## src/rtl/chip8_mem_pkg.sv

```systemverilog
// Shared constants for the CHIP-8 memory arbiter: default widths, FSM state
// encoding, requester IDs and the round-robin `last` encoding.
package chip8_mem_pkg;

    localparam int ADDR_W_DEF = 12;
    localparam int DATA_W_DEF = 8;

    typedef logic [2:0] state_t;

    localparam state_t S_IDLE  = 3'd0;
    localparam state_t S_LD_WR = 3'd1;
    localparam state_t S_D_WR  = 3'd2;
    localparam state_t S_D_RD  = 3'd3;
    localparam state_t S_D_CAP = 3'd4;
    localparam state_t S_F_HI  = 3'd5;
    localparam state_t S_F_LO  = 3'd6;
    localparam state_t S_F_CAP = 3'd7;

    // Requester IDs double as bit positions in the one-hot winner vector.
    localparam logic [1:0] REQ_LD    = 2'd0;
    localparam logic [1:0] REQ_DAT   = 2'd1;
    localparam logic [1:0] REQ_FETCH = 2'd2;

    localparam logic LAST_DAT   = 1'b0;
    localparam logic LAST_FETCH = 1'b1;

endpackage

```

## src/rtl/chip8_rr_pick.sv

```systemverilog
// Two-way round-robin between fetch and data with a fixed-priority loader
// override; holds the `last` bit and reports the one-hot winner.
module chip8_rr_pick
    import chip8_mem_pkg::*;
(
    input  logic       clk,
    input  logic       rst,
    input  logic       i_en,
    input  logic       i_ld,
    input  logic       i_dat,
    input  logic       i_fetch,
    output logic [2:0] o_win,
    output logic       o_last_nxt
);

    logic r_last;

    // Fetch takes a tie when data was served last (the reset value).
    always_comb begin
        o_win      = 3'b000;
        o_last_nxt = r_last;
        if (i_ld) begin
            o_win[REQ_LD] = 1'b1;
        end else if (i_fetch && (!i_dat || r_last == LAST_DAT)) begin
            o_win[REQ_FETCH] = 1'b1;
            o_last_nxt       = LAST_FETCH;
        end else if (i_dat) begin
            o_win[REQ_DAT] = 1'b1;
            o_last_nxt     = LAST_DAT;
        end
    end

    always_ff @(posedge clk or posedge rst) begin
        if (rst) begin
            r_last <= LAST_DAT;
        end else if (i_en) begin
            r_last <= o_last_nxt;
        end
    end

endmodule

```

## src/rtl/chip8_mem_arbiter.sv

```systemverilog
// Sequences loader writes, CPU data accesses and 16-bit opcode fetches onto a
// single-port synchronous-read memory; every output is a flop.
module chip8_mem_arbiter
    import chip8_mem_pkg::*;
#(
    parameter int ADDR_W = ADDR_W_DEF,
    parameter int DATA_W = DATA_W_DEF
) (
    input  logic                  clk,
    input  logic                  rst,

    input  logic                  ld_req,
    input  logic [ADDR_W-1:0]     ld_addr,
    input  logic [DATA_W-1:0]     ld_wdata,
    output logic                  ld_gnt,

    input  logic                  dat_req,
    input  logic                  dat_we,
    input  logic [ADDR_W-1:0]     dat_addr,
    input  logic [DATA_W-1:0]     dat_wdata,
    output logic                  dat_gnt,
    output logic                  dat_valid,
    output logic [DATA_W-1:0]     dat_rdata,

    input  logic                  fetch_req,
    input  logic [ADDR_W-1:0]     fetch_addr,
    output logic                  fetch_gnt,
    output logic                  fetch_valid,
    output logic [2*DATA_W-1:0]   fetch_data,

    output logic                  mem_en,
    output logic                  mem_we,
    output logic [ADDR_W-1:0]     mem_addr,
    output logic [DATA_W-1:0]     mem_wdata,
    input  logic [DATA_W-1:0]     mem_rdata
);

    state_t              r_state;
    logic [DATA_W-1:0]   r_hi;
    logic [2:0]          w_win;
    logic                w_last_nxt;
    logic                w_idle;

    assign w_idle = (r_state == S_IDLE);

    chip8_rr_pick u_pick (
        .clk        (clk),
        .rst        (rst),
        .i_en       (w_idle),
        .i_ld       (ld_req),
        .i_dat      (dat_req),
        .i_fetch    (fetch_req),
        .o_win      (w_win),
        .o_last_nxt (w_last_nxt)
    );

    always_ff @(posedge clk or posedge rst) begin
        if (rst) begin
            r_state     <= S_IDLE;
            r_hi        <= '0;
            ld_gnt      <= 1'b0;
            dat_gnt     <= 1'b0;
            dat_valid   <= 1'b0;
            dat_rdata   <= '0;
            fetch_gnt   <= 1'b0;
            fetch_valid <= 1'b0;
            fetch_data  <= '0;
            mem_en      <= 1'b0;
            mem_we      <= 1'b0;
            mem_addr    <= '0;
            mem_wdata   <= '0;
        end else begin
            ld_gnt      <= 1'b0;
            dat_gnt     <= 1'b0;
            dat_valid   <= 1'b0;
            fetch_gnt   <= 1'b0;
            fetch_valid <= 1'b0;

            case (r_state)
                S_IDLE: begin
                    mem_en <= 1'b0;
                    mem_we <= 1'b0;
                    if (w_win[REQ_LD]) begin
                        r_state   <= S_LD_WR;
                        ld_gnt    <= 1'b1;
                        mem_en    <= 1'b1;
                        mem_we    <= 1'b1;
                        mem_addr  <= ld_addr;
                        mem_wdata <= ld_wdata;
                    end else if (w_win[REQ_FETCH] || w_win[REQ_DAT]) begin
                        // The updated `last` names whichever of fetch/data just won.
                        if (w_last_nxt == LAST_FETCH) begin
                            r_state   <= S_F_HI;
                            fetch_gnt <= 1'b1;
                            mem_en    <= 1'b1;
                            mem_addr  <= fetch_addr;
                        end else begin
                            r_state  <= dat_we ? S_D_WR : S_D_RD;
                            dat_gnt  <= 1'b1;
                            mem_en   <= 1'b1;
                            mem_we   <= dat_we;
                            mem_addr <= dat_addr;
                            if (dat_we) begin
                                mem_wdata <= dat_wdata;
                            end
                        end
                    end
                end
                S_LD_WR, S_D_WR: begin
                    r_state <= S_IDLE;
                    mem_en  <= 1'b0;
                    mem_we  <= 1'b0;
                end
                S_D_RD: begin
                    r_state <= S_D_CAP;
                    mem_en  <= 1'b0;
                end
                S_D_CAP: begin
                    r_state   <= S_IDLE;
                    dat_rdata <= mem_rdata;
                    dat_valid <= 1'b1;
                end
                S_F_HI: begin
                    // Low byte address wraps naturally at the top of memory.
                    r_state  <= S_F_LO;
                    mem_addr <= mem_addr + ADDR_W'(1);
                end
                S_F_LO: begin
                    r_state <= S_F_CAP;
                    r_hi    <= mem_rdata;
                    mem_en  <= 1'b0;
                end
                S_F_CAP: begin
                    r_state     <= S_IDLE;
                    fetch_data  <= {r_hi, mem_rdata};
                    fetch_valid <= 1'b1;
                end
                default: begin
                    r_state <= S_IDLE;
                    mem_en  <= 1'b0;
                    mem_we  <= 1'b0;
                end
            endcase
        end
    end

endmodule

```

## config.mk

```make
export PLATFORM = sky130hd
export DESIGN_NAME = chip8_mem_arbiter
export DESIGN_NICKNAME = d
export VERILOG_FILES = /design/src/rtl/chip8_mem_pkg.sv /design/src/rtl/chip8_rr_pick.sv /design/src/rtl/chip8_mem_arbiter.sv
export SDC_FILE = /design/constraint.sdc
export NUM_CORES = 1
export LEC_CHECK = 0
export ABC_AREA = 1
export CORE_MARGIN = 2
export CORE_UTILIZATION = 46
export CTS_BUF_LIST = sky130_fd_sc_hd__clkbuf_4 sky130_fd_sc_hd__clkbuf_8
export DETAILED_ROUTE_END_ITERATION = 12
export GPL_TIMING_DRIVEN = 0
export PLACE_DENSITY = 0.87
export SYNTH_ARGS = -nofsm -noshare
export SYNTH_HDL_FRONTEND = slang
export SYNTH_SLANG_ARGS = --single-unit
```

## constraint.sdc

```tcl
create_clock -name clk -period 3.04 [get_ports clk]
set_input_delay 0.912 -clock clk [delete_from_list [all_inputs] [get_ports clk]]
set_output_delay 0.912 -clock clk [all_outputs]
set_load 0.01 [all_outputs]
```

# --- Word level (Yosys, flattened, before mapping) ---
# Index checks and enable logic that the tools add are counted.
totals:
  out_inout_bits: 51
  word_cells: 80
  input_bits: 66
  ff_bits: 63
op_classes:
  n_reduce_logical: 15
  eq_ne: 9
  n_addsub: 1
  muxes: 40
  bitwise: 1
ops:
  columns: ["operator", "count"]
  rows:
  - ["$mux W12", 3]
  - ["$mux W8", 4]
  - ["$mux W1", 25]
  - ["$pmux W12 S2", 1]
  - ["$pmux W3 S5", 1]
  - ["$add A12 B1 Y12 const B", 1]
  - ["$eq A3 B3 Y1 const B", 4]
  - ["$reduce_bool A2 Y1", 5]
  - ["$mux W3", 3]
  - ["$reduce_or A4 Y1", 2]
  - ["$eq A3 B2 Y1 const B", 2]
  - ["$pmux W1 S2", 2]
  - ["$reduce_and A4 Y1", 1]
  - ["$eq A3 B1 Y1 const B", 1]
  - ["$logic_not A3 Y1", 1]
  - ["$ne A3 B3 Y1 const B", 1]
  - ["$logic_or A1 B1 Y1", 2]
  - ["$mux W2", 1]
  - ["$ne A2 B1 Y1 const B", 1]
  - ["$reduce_and A2 Y1", 1]
  - ["$reduce_or A2 Y1", 1]
  - ["$logic_and A1 B1 Y1", 1]
  - ["$logic_not A1 Y1", 1]
  - ["$not A1 Y1", 1]

# --- Depth between registers and ports, before layout ---
# Gate-level depths: netlist (run 1).
depth:
  word_depth: 9
  depth_mapped: 11

# --- Hierarchy ---
# A second synthesis (run 1) with hierarchy kept.
hier_totals:
  cells_unflattened: 392
  area_unflattened_um2: 3203.1
modules_own_cells:
  columns: ["module", "cells_per_inst", "seq_area_each_um2", "instances", "area_per_inst_um2"]
  rows:
  - ["chip8_mem_arbiter", 377, 1551.5, 1, 3109.2]
  - ["chip8_rr_pick", 15, 25.0, 1, 93.8]

# --- Least setup slack after synthesis (run 1) ---
# OpenSTA, ideal clock, no wires.
synth_timing:
  path_type: "input port to flip-flop"
  start: "input ld_req"
  end: "register mem_wdata[0]"
  path_slack_ps: 1141
  n_path_buf: 2
  arrival_time_ps: 1782
  t_required_ps: 2923
  setup_time_ps: 117
  path_stages: 10
  cell_sequence: "buf_6 > inv_6 > buf_8 > o21ai_2 > nor2_2 > inv_2 > o21ai_4 > inv_4 > nand2_1 > nand2_1"
synth_between:
  elab_chain_cells: 4
  word_cells_on_any_way: 9
  classes_between: "1 x eq/ne; 4 x mux; 4 x reduce/logical"
synth_rtl:
  columns: ["element", "line", "text"]
  rows:
  - ["from (decl)", "chip8_mem_arbiter.sv:12", "input logic ld_req,"]
  - ["$mux W2", "chip8_rr_pick.sv:22", "if (i_ld) begin"]
  - ["$logic_or A1 B1 Y1", "chip8_mem_arbiter.sv:90", "end else if (w_win[REQ_FETCH] || w_win[REQ_DAT]) begin"]
  - ["$reduce_bool A2 Y1 (no line)", null, null]
  - ["$reduce_and A4 Y1 (no line)", null, null]
  - ["to (signal assigned)", "chip8_mem_arbiter.sv:89", "mem_wdata <= ld_wdata;"]
  - ["to (signal assigned)", "chip8_mem_arbiter.sv:104", "mem_wdata <= dat_wdata;"]
  - ["to (decl)", "chip8_mem_arbiter.sv:34", "output logic [DATA_W-1:0] mem_wdata,"]
# Parallel ways exist; a longest one is shown, timed or not.
# A chain may end at the register's enable or synchronous reset.

# --- Worst setup path in the final report (run 1) ---
layout_timing:
  start: "register mem_addr[2]"
  end: "output mem_addr[2]"
layout_lines:
  columns: ["element", "line", "text"]
  rows:
  - ["from (decl)", "chip8_mem_arbiter.sv:33", "output logic [ADDR_W-1:0] mem_addr,"]
  - ["from (signal assigned)", "chip8_mem_arbiter.sv:88", "mem_addr <= ld_addr;"]
  - ["from (signal assigned)", "chip8_mem_arbiter.sv:96", "mem_addr <= fetch_addr;"]
  - ["from (signal assigned)", "chip8_mem_arbiter.sv:102", "mem_addr <= dat_addr;"]
# No word-level cell between the ends.

==> results of run 1 <==
[cells in the final DEF, fill, tap and decap left out, types with 2 or more instances in the layout]
cell type	count
sky130_fd_sc_hd__o21ai_2	2
sky130_fd_sc_hd__clkdlybuf4s50_1	115
sky130_fd_sc_hd__nand4_1	3
sky130_fd_sc_hd__clkbuf_8	9
sky130_fd_sc_hd__nand3b_1	2
sky130_fd_sc_hd__a21oi_1	11
sky130_fd_sc_hd__clkinv_4	3
sky130_fd_sc_hd__buf_6	3
sky130_fd_sc_hd__nand2_1	180
sky130_fd_sc_hd__a31oi_1	3
sky130_fd_sc_hd__nor2_2	4
sky130_fd_sc_hd__clkinv_2	2
sky130_fd_sc_hd__o21ai_1	3
sky130_fd_sc_hd__inv_1	29
sky130_fd_sc_hd__dfrtp_1	63
sky130_fd_sc_hd__nand3_1	34
sky130_fd_sc_hd__nor2_1	20
sky130_fd_sc_hd__buf_2	5
sky130_fd_sc_hd__clkbuf_1	2
sky130_fd_sc_hd__inv_2	7
sky130_fd_sc_hd__nand2_2	4
sky130_fd_sc_hd__o21ai_0	24
[power by group through the flow]
stage	clock network, W	logic, W	registers (W)
floorplan	0	0.00104	0.00164
finish	0.000705	0.00219	0.00154
global route	0.000761	0.00243	0.00158
detailed placement	0	0.00218	0.00154
global placement	0	0.00211	0.00152
CTS	0.000720	0.00219	0.00153
[kinds of logic after synthesis]
logic type	after synthesis
fa+ha+maj	1
xor+xnor	2
buf+inv	50
flops	63
compound gates	46
simple gates	253
[state kept, by name, summed over array words and instances, names as in the netlist]
register	cells
fetch_data	16
mem_addr	12
dat_rdata	8
mem_wdata	8
r_hi	8
r_state	3
dat_gnt	1
dat_valid	1
fetch_gnt	1
fetch_valid	1
ld_gnt	1
mem_en	1
mem_we	1
u_pick.r_last	1
[metal layers]
metal | global-route usage, % | up-vias
met4 | 10.1 | 0
met3 | 4.55 | 18
met1 | 31.0 | 1501
met2 | 39.1 | 137
li1 | - | 1563
met5 | 0 | -
[area by class of cell]
class	count	area share [%]
multi-input combinational	302	29.4
clock inverter	7	1.59
clock buffer	9	2.66
inverter	38	3.23
buffer	12	1.91
tap	80	2.15
timing repair buffer	116	25.2
sequential	63	33.9
[synthesized netlist by cell type]
cell and instances:
sky130_fd_sc_hd__nand2_1 180, sky130_fd_sc_hd__dfrtp_1 63, sky130_fd_sc_hd__nand3_1 34, sky130_fd_sc_hd__inv_1 30, sky130_fd_sc_hd__o21ai_0 24, sky130_fd_sc_hd__nor2_1 20, sky130_fd_sc_hd__a21oi_1 11, sky130_fd_sc_hd__inv_2 6
sky130_fd_sc_hd__buf_2 5, sky130_fd_sc_hd__nand2_2 4, sky130_fd_sc_hd__nor2_2 4, sky130_fd_sc_hd__a31oi_1 3, sky130_fd_sc_hd__buf_6 3, sky130_fd_sc_hd__nand4_1 3, sky130_fd_sc_hd__o21ai_1 3, sky130_fd_sc_hd__clkbuf_1 2
sky130_fd_sc_hd__nand3b_1 2, sky130_fd_sc_hd__o21ai_2 2, sky130_fd_sc_hd__a21oi_2 1, sky130_fd_sc_hd__a31o_2 1, sky130_fd_sc_hd__buf_4 1, sky130_fd_sc_hd__buf_8 1, sky130_fd_sc_hd__ha_1 1, sky130_fd_sc_hd__inv_4 1
sky130_fd_sc_hd__inv_6 1, sky130_fd_sc_hd__nand3_2 1, sky130_fd_sc_hd__nand3_4 1, sky130_fd_sc_hd__nor2_4 1, sky130_fd_sc_hd__nor2_8 1, sky130_fd_sc_hd__nor3_1 1, sky130_fd_sc_hd__o21ai_4 1, sky130_fd_sc_hd__or2_2 1
sky130_fd_sc_hd__xnor2_1 1, sky130_fd_sc_hd__xor2_1 1
[through the flow]
| step | setup slack [ns] | power (W) | cells |
|---|---|---|---|
| 2_1_floorplan | 0.558 | 0.00268 | 415 |
| 3_3_place_gp | -0.504 | 0.00363 | 610 |
| 3_5_place_dp | 0.570 | 0.00372 | 611 |
| 4_1_cts | 0.755 | 0.00445 | 627 |
| 5_1_grt | 0.718 | 0.00477 | 627 |
| 6_report | 0.763 | 0.00443 | 627 |
[path summary, 6_finish.rpt]
| check | to | slack, ns | startpoint | cells past startpoint |
|---|---|---|---|---|
| setup / recovery | mem_addr[2] | 0.76 | mem_addr[2] | 1 |
| hold / removal | fetch_data[10] | 0.47 | fetch_data[10] | 2 |
| setup reg to reg | mem_addr[11] | 1.43 | r_state[2] | 9 |
| hold reg to reg | fetch_data[10] | 0.47 | fetch_data[10] | 2 |
| max in group asynchronous | dat_gnt | 1.54 | rst | 3 |
| min in group asynchronous | fetch_data[3] | 0.91 | rst | 2 |
==> impl_metrics.py, run 1 <==
metrics = {
    "pwr": {
        "ir_drop_worst_case_vdd_uv": 480,
        "power_density_nw_per_um2": 953,
        "share_seq_of_total_power_pct": 34.7,
        "clkPwrFrac_pct": 15.9,
        "switching_share_pct": 40.0,
        "p_comb_share_pct": 49.4,
        "power.net_switching_w": 0.00177,
        "intPower_w": 0.00266,
        "p_leak_nw": 2.29,
    },
    "detailed_routing": {
        "first_pass_iters": 5,
        "drc_errors": 0,
        "wl_met2_um": 4340,
        "routed_wire_length_per_instance_um": 14.0,
        "drtAntennaViolNets": 0,
        "vias": 3219,
        "detail_route.wirelength.met1_um": 3640,
        "maxUsedRoutingLayer": "met4",
        "dr_wl_met3_um": 608,
        "starting_drc_count_in_detailed_routing": 263,
        "via_per_inst": 5.13,
        "wl_um": 8780,
    },
    "logic_synthesis": {
        "adder_cell_area_share_of_the_yosys_netlist_pct": 0.393,
        "synth_xor_xnor_area_share_pct": 0.551,
        "yosys.area.top_type_share_pct": 49.6,
        "synth_cells": 415,
        "synth_compound_area_share_pct": 8.18,
        "synthesis.nets": 482,
        "synth_area_leader_cell": "sky130_fd_sc_hd__dfrtp_1",
        "yosys.area_share.simple_pct": 33.8,
        "synthesis.yosys.warnings": 0,
        "post_synth_main_area_contributors": "sky130_fd_sc_hd__dfrtp_1, sky130_fd_sc_hd__nand2_1, sky130_fd_sc_hd__nand3_1",
        "synth-seq-cells": 63,
        "post_synth_instance_area_um2": 3180,
        "syn_area_per_cell_um2": 7.66,
        "synth_seq_area_share_pct": 49.6,
        "post_synth_mux_area_share_pct": 0,
        "dominant_combinational_cell_family_by_area_after_synthesis": "simple AND/OR/NAND/NOR gates",
        "ys_types": 34,
    },
    "worst_setup_path": {
        "crit_path_start_kind": "register",
        "worst_path_largest_cell_delay_ns": 0.60,
        "worstPathArrival_ns": 1.37,
        "critical_path_class": "register to output pin",
        "cp_capture_type": "output pin",
        "timing.critical_path.fanout_max": 6,
        "timing.critical_path.required_ns": 2.13,
        "critPathBufInv": 1,
        "worst_path_dominant_cell_family": "buffers and inverters",
        "crit_path_cell_trace": "clkdlybuf4s50_1",
        "crit_slowest_cell": "sky130_fd_sc_hd__clkdlybuf4s50_1",
    },
    "layout": {
        "final_design_area_no_fill_um2": 4650,
        "proportion_of_layout_cells_with_a_drive_suffix_above_1_pct": 9.87,
        "layout-area-overhead-vs-synth_pct": 46.2,
        "multi_input_comb_area_um2": 1370,
        "regArea_um2": 1580,
        "n_fill_cell": 537,
        "antennaDiodeCount": 0,
        "final_net_count": 609,
        "final_core_utilization_pct": 68.8,
    },
    "grt": {
        "grt_antenna_before_repair": 0,
        "first_global_vias": 3047,
        "grt_max_degree": 44,
        "grt_first_pass_wirelength_um": 14000,
        "global_route.overflow_total": 0,
        "gr-usage-all-layers_pct": 23.8,
    },
    "sta": {
        "rsz_0062_raised_after_global_routing": "false",
        "fin_hold_ws_ns": 0.473,
        "tightestPinTransition_ns": 0.484,
        "timing.setup.tns_ns": 0,
        "hold_viol_final": 0,
        "achievable-frequency_mhz": 439,
        "max-slew-margin-rel_pct": 67.8,
        "fin_worst_skew_ns": 0.0104,
        "timing.final.max_slew_violations": 0,
        "report.final.setup_viol": 0,
        "final_min_period_over_clock_period_pct": 74.9,
        "timing.final.crit_period_ns": 2.28,
    },
    "placement": {
        "place_congestion": 0.880,
        "placed_cell_area_um2": 4450,
        "place.detailed.hpwl_um": 6630,
        "port_buffers": 115,
    },
    "floorplan": {
        "placement_rows": 30,
        "dieHeight_um": 87.2,
        "core_area_um2": 6760,
        "dieArea_um2": 7600,
        "io_pins": 117,
        "initial_core_util_pct": 47.1,
        "fp.dieW_um": 87.2,
    },
    "clock_tree": {
        "cts_resized": 0,
        "numCtsBuffers": 9,
        "cts-htree-levels": 3,
        "cts.root.buffer_cell": "sky130_fd_sc_hd__clkbuf_8",
        "cts_hold_buffers": 0,
        "cts_tree": "done",
        "postCtsSetupRepairBufs": 0,
        "clk_pin_slew_worst_paths_ns": 0.07,
        "clock_latency_ns": 0.33,
        "clock_path_buffers": 2,
        "cts.sink_count": 63,
    },
    "flow_run": {
        "maxCapViolations": 0,
    },
    "worst_hold_path": {
        "worst_hold_path_type": "register to register",
    },
    "status": {
        "run_status": "finished clean",
    },
}
Note: power is estimated with default switching activity, not from simulation.
==> run 2: changes to the inputs <==
==> constraint.sdc (replaced) <==
create_clock -name clk -period 2.3 [get_ports clk]
set_input_delay 0.69 -clock clk [delete_from_list [all_inputs] [get_ports clk]]
set_output_delay 0.69 -clock clk [all_outputs]
set_load 0.01 [all_outputs]
==> results of run 2 <==
The final DEF is identical to that of run 1. Status: finished clean.
Main changes from that run: setup slack after placement 0.570 ns -> 0.0516 ns; setup slack after layout 0.763 ns -> 0.245 ns; register-to-register setup slack 1.43 ns -> 0.69 ns; total power 0.00443 W -> 0.00586 W; worst IR drop on VDD 480 uV -> 635 uV
